===== config.mk =====
export PLATFORM = sky130hd
export DESIGN_NAME = hazard_ctrl
export DESIGN_NICKNAME = d
export VERILOG_FILES = /design/src/rtl/hazard_ctrl.sv
export SDC_FILE = /design/constraint.sdc
export NUM_CORES = 1
export LEC_CHECK = 0
export ABC_AREA = 1
export BUFFER_PORTS_ARGS = -buffer_cell sky130_fd_sc_hd__clkbuf_2
export CAP_MARGIN = 20
export CORE_MARGIN = 2
export CORE_UTILIZATION = 48
export DETAILED_ROUTE_END_ITERATION = 6
export PLACE_DENSITY_LB_ADDON = 0.2
export SYNTH_ARGS = -nofsm -noshare
export SYNTH_HDL_FRONTEND = slang
export SYNTH_SLANG_ARGS = --single-unit

===== constraint.sdc =====
create_clock -name clk -period 1.7 [get_ports clk]
set_clock_uncertainty 0.1 [all_clocks]
set_input_delay 0 -clock clk [delete_from_list [all_inputs] [get_ports clk]]
set_output_delay 0 -clock clk [all_outputs]
set_load 0.005 [all_outputs]

===== src/rtl/hazard_ctrl.sv =====
// Scoreboard-style RAW/WAW interlock for a single-issue pipe with fixed write-back latency.
// Tracks in-flight destinations in a WB_LAT-deep shift pipeline and stalls decode on conflicts.
module hazard_ctrl #(
  parameter int unsigned WB_LAT = 3
) (
  input  logic        clk,
  input  logic        rst,
  input  logic        id_valid,
  input  logic [15:0] id_instr,
  input  logic        rarf,
  input  logic        rbrf,
  input  logic        rawf,
  input  logic        rbwf,
  input  logic        flush,
  output logic        id_ready,
  output logic        issue,
  output logic        iss_wen,
  output logic [2:0]  iss_wdst,
  output logic [7:0]  busy_mask,
  output logic [15:0] stall_cnt
);

  typedef struct packed {
    logic       v;
    logic [2:0] d;
  } slot_t;

  slot_t slots [WB_LAT];

  logic [2:0] ra, rb, dst;
  logic       wr, hazard;

  assign ra  = id_instr[13:11];
  assign rb  = id_instr[10:8];
  assign wr  = rawf | rbwf;
  assign dst = rawf ? ra : rb;

  always_comb begin
    busy_mask = '0;
    for (int unsigned k = 0; k < WB_LAT; k++) begin
      if (slots[k].v) busy_mask[slots[k].d] = 1'b1;
    end
  end

  assign hazard   = (rarf & busy_mask[ra]) | (rbrf & busy_mask[rb]) | (wr & busy_mask[dst]);
  assign id_ready = ~hazard & ~flush & ~rst;
  assign issue    = id_valid & id_ready;
  assign iss_wen  = issue & wr;
  assign iss_wdst = iss_wen ? dst : '0;

  always_ff @(posedge clk) begin
    if (rst) begin
      for (int unsigned k = 0; k < WB_LAT; k++) slots[k] <= '0;
      stall_cnt <= '0;
    end else begin
      // A flush kills the instruction currently in s1, so it must not reach s2.
      for (int unsigned k = 1; k < WB_LAT; k++) begin
        slots[k].v <= (k == 1 && flush) ? 1'b0 : slots[k-1].v;
        slots[k].d <= slots[k-1].d;
      end
      slots[0].v <= issue & wr;
      slots[0].d <= dst;
      if (id_valid & hazard & ~flush & (stall_cnt != '1))
        stall_cnt <= stall_cnt + 16'd1;
    end
  end

endmodule


# Yosys cells after proc, flatten, opt, wreduce, memory -nomap -nowiden
# Memory sizes are Yosys's and may differ from the RTL's.
# Index checks and enable logic that the tools add are counted.
classes:
  add_sub_neg: 1
  n_mul: 0
  div: 0
  magnitude_cmp: 9
  n_eq_ne: 1
  shifts: 0
  n_mux: 27
  bitwise_logic: 24
  n_reduce_logical: 3
op_table:
  columns: ["operator", "n"]
  rows:
  - ["3-bit by 4-bit < comparator with 1-bit output (second input constant)", 6]
  - ["8-bit two-way mux", 3]
  - ["16-bit by 1-bit adder with 16-bit output (second input constant)", 1]
  - ["16-bit != test (second input constant)", 1]
  - ["8-bit OR", 2]
  - ["3-bit two-way mux", 5]
  - ["1-bit two-way mux", 13]
  - ["1-bit bitwise AND", 10]
  - ["1-bit binary-select mux with 3-bit select", 3]
  - ["1-bit demux with 3-bit select", 3]
  - ["3-bit by 1-bit greater-or-equal comparator with 1-bit output (second input constant)", 3]
  - ["1-bit OR", 9]
  - ["1-bit logical AND", 3]
  - ["1-bit NOT", 3]
totals:
  register_bits: 16
  latchBits: 0
  ram_bits: 12
  romBits: 0
  in_bits: 24
  output_inout_bits: 30
  elab_cells: 67
  mem_count: 1
memory_table:
  columns: ["name", "words", "width", "rd", "rd_ports_with_merged_regs", "wr", "line", "source"]
  rows:
  - ["slots", 3, 4, 3, 0, 3, "28", "slot_t slots [WB_LAT];"]

# Logic depth before layout (Yosys ltp)
# An unclocked memory read counts as a cell.
logic_depth:
  word_depth: 21
  ltp_mapped: 14
  mapped_depth_nobuf: 13

# Worst setup path after synthesis
# OpenSTA, ideal clock, no wires.
synth_timing:
  path_kind: "reg-to-reg"
  start: "register stall_cnt[0]"
  end: "register stall_cnt[15]"
  setup_time_ns: 0.143
  arrival_time_ns: 1.614
  t_required_ns: 1.457
  setup_slack_ns: -0.157
  stages_incl_launch_ff: 10
  path_buffers: 1
  synth_period_minus_slack_ns: 1.857
  path_cell_list: "dfxtp_1 > ha_1 > nand2_1 > nor3_2 > nand2_1 > nor3_1 > nor3_2 > buf_2 > nand3_1 > a21oi_2"
synth_via:
  elab_chain_cells: 2
  elab_cells_between_ends: 3
  cone_classes: "add/sub (1); eq/ne (1); bitwise (1)"
synth_lines:
  columns: ["element", "line", "source"]
  rows:
  - ["start: declaration", "20", "output logic [15:0] stall_cnt"]
  - ["start signal: assignment", "64", "stall_cnt <= stall_cnt + 16'd1;"]
  - ["branches (longest 2 deep; another with 16-bit by 1-bit adder with 16-bit output)", null, null]
# Parallel ways; which one is timed is not known.
# A chain may end at the register's enable or synchronous reset.

==> impl_results.md <==
* GRT Total Usage at 25.0%
* Clock Tree Buf Depth at 2
* Startpoint types: register
* Max-slew violations at 0
* IO buf count at 43
* Failing checks: setup timing
* Fin worst setup slack at -335 ps
* Clk root buf: clkbuf_8
* Die area at 4770 um2
* Highest Clock Rate at 0.491 GHz
* Remaining DRCs at 0
* Share of synthesized cell area in full adder, half adder and majority cells at 0.616%
* Routed WL at 6260 um
* RSZ-0062 raised after global routing: true
* Hold Path Class: input pin to register
* Area of the core at 4030 um2
* Largest family of logic cells by synthesized area: simple AND/OR/NAND/NOR gates
* Area leader, netlist: dfxtp_1
* Largest net degree at the start of global routing at 27
* First DRT Iteration DRCs at 236
* LEAKAGE at 0.00142 uW
* Reg2reg end: stall_cnt[10]
* DIE HEIGHT at 69.1 um
* Antenna Cells at 0
* Worst relative slew slack at 76.8%
* Register area share after synthesis at 27.6%
* Clock-pin slew on the worst setup and hold paths at 90 ps
* Cell variety after synth at 30
* Final setup viols at 23
* Worst endpoint required time at 1600 ps
* Cell Pwr Density at 467 nW/um2
* Final Critical Period at 2030 ps
* Later-pin clock latency in the skew report at 270 ps
* Net Count, Synth at 334
* Post-synthesis cell area at 2030 um2
* Syn. warnings at 0
* Core Util, Final at 75.7%
* Hold EP: slots[0][7]
* Initial antenna violation count at 0
* Worst R2R Start: slots[0][7]
* Hold Violations, Final at 0
* Register-to-register setup slack at -260 ps
* Area of the multi-input gates at 1410 um2
* R2R depth at 12
* WS Path Type: register to output port
* Wirelength per Cell at 13.5 um
* Layout Area Growth over Synthesis at 50.0%
* FILL cells at 314
* Nets at 441
* Complex-gate fraction of the synthesized area at 6.71%
* Hold path start: flush
* IR drop worst, VDD at 0.551 mV
* Critical path capture point type: output port
* Crit Path Max Fanout at 6
* H-tree depth at 1
* Hold Crit Depth at 4
* Routed Antenna Nets at 0
* CTS buffer count at 3
* XOR/XNOR Fraction of Synth Area at 6.03%
* Status: complete, but fails checks
* Total number of vias at 2511
* Post-Synth Simple-Gate Area at 48.3%
* Avg Inst Size Synth at 6.58 um2
* Mux contribution to synthesized area at 0%
* Post-synth top area share at 27.6%
* CTS tree: done
* Post-synthesis cell count at 309
* Ports at 54
* Least-Margin Pin Slew at 347 ps
* Top cells by area, synth: dfxtp_1, nand3_1, nand4_1
* Yosys reg bits at 28
* Vias in the first global route at 2191
* Final period util at 120%
* Max Cap Viol at 0
* Die width at 69.1 um
* GPL Wtd Cong at 0.956
* Site row count at 23
* Dpl ws at -268 ps
* Share of cells above drive strength 1 at 47.7%
* Drt pass-1 iters at 6
* First-pass GRT wire length at 10100 um
* Critical Path AT at 1930 ps
* Gr ovfl total at 0
* CTS Sinks at 28
* Sequential cell area at 598 um2
* Starting Density at 50.4%
* Vias per cell at 5.40
* Detail Placement HPWL at 4620 um
-- cells in the final DEF, fill, tap and decap left out, types with 2 or more instances in the layout --
master,count
dlygate4sd3_1,2
a21oi_2,11
a21oi_1,5
nand2_1,35
nor3_1,4
buf_4,63
nand2_2,21
nor3_4,2
inv_2,9
dfxtp_2,6
clkbuf_2,40
buf_2,3
xnor2_1,3
xor2_1,11
nor2_2,8
inv_1,32
nand3_1,46
nor3_2,2
nand3_4,2
dfxtp_4,8
nand3_2,9
nand4_1,31
dfxtp_1,14
nor2_1,31
clkbuf_8,4
buf_12,2
-- repair_timing --
item / CTS / global route
pin swaps: 10 / 16
resized for setup: 28 / 30
endpoints found under the setup margin: 23 / 23
hold buffers: 2 / 0
hold endpoints to repair: 2 / 0
gates cloned: 0 / 0
setup buffers: 4 / 5
-- report_power, final --
part	internal, uW	leakage (uW)	switching, uW	total (uW)
clock	207	0.0000288	202	409
sequential	664	0.000235	19.9	684
combinational	143	0.00116	188	331
total	1010	0.00142	410	1420
-- flip-flops by register name, summed over array words and instances, names as in the netlist --
name       cells
stall_cnt     16
slots         12
-- metrics by stage --
step	TNS [ps]	hold WS, ps	cell area (um2)	power (uW)	std cells
global placement	-4840	187	2750	984	450
finish	-5890	3.50	3050	1420	465
global route	-8830	31.7	3050	1490	465
detailed placement	-4550	197	2750	985	450
floorplan	-793	29.4	2080	868	309
CTS	-4830	5.92	2930	1410	460
-- layer usage --
layer  GRT usage, %  up-vias  share of wire (%)
li1               -     1254                  -
met1           37.6     1136                 48
met2           37.8      111                 44
met3           4.68       10                7.6
met4           3.05        0               0.94
met5              0        -                  0
-- worst max-delay path by stage --
stage	startpoint	endpoint	slack (ps)	cells after the start
after detailed placement	slots[0][7]	stall_cnt[12]	-270	10
after global placement	slots[0][7]	stall_cnt[14]	-270	10
after global routing	slots[0][0]	iss_wdst[1]	-450	13
final	slots[0][1]	iss_wdst[1]	-330	12
after CTS	slots[0][7]	iss_wdst[2]	-270	11
after floorplan	stall_cnt[1]	stall_cnt[2]	-70	10
-- cells in the mapped netlist --
| library cell | n |
|---|---|
| nand3_1 | 54 |
| nand2_1 | 47 |
| inv_1 | 36 |
| nor2_1 | 36 |
| nand4_1 | 31 |
| dfxtp_1 | 28 |
| xor2_1 | 11 |
| a21oi_2 | 10 |
| nand2_2 | 10 |
| a21oi_1 | 6 |
| inv_2 | 6 |
| nor3_1 | 6 |
| nor2_2 | 4 |
| buf_2 | 3 |
| xnor2_1 | 3 |
| clkbuf_1 | 2 |
| nand3_2 | 2 |
| nor3_2 | 2 |
| buf_1 | 1 |
| buf_4 | 1 |
| buf_6 | 1 |
| buf_8 | 1 |
| ha_1 | 1 |
| nand2_4 | 1 |
| nand3_4 | 1 |
| nand3b_1 | 1 |
| nand4_2 | 1 |
| o21ai_0 | 1 |
| o21ai_1 | 1 |
| o21ai_2 | 1 |
-- layout make-up --
cell class | count | share of cell area [%]
clock buffer | 4 | 1.81
tap | 50 | 2.05
sequential | 28 | 19.6
timing repair buffer | 111 | 24.9
multi-input combinational | 230 | 46.3
inverter | 42 | 5.34
-- cell families (layout without fill, tap and decap cells) --
kind of cell               Yosys count  count (layout)
and+or+nand+nor                    196             196
buffers and inverters               51             157
DFF                                 28              28
AOI/OAI and AO/OA                   19              19
xor gates and xnor gates            14              14
adders and majority gates            1               1
-- critical path, stage by stage (launching register included) --
cell	delay, ps
dfxtp_4	370
nand2_1	100
nor2_1	60
nor2_2	160
nand3_1	120
nand3_1	100
nand3_1	90
nand3_2	100
nand3_4	100
nor2_4	150
nand3_4	110
nor2_2	90
buf_2	110
(Power assumes the default switching activity.)
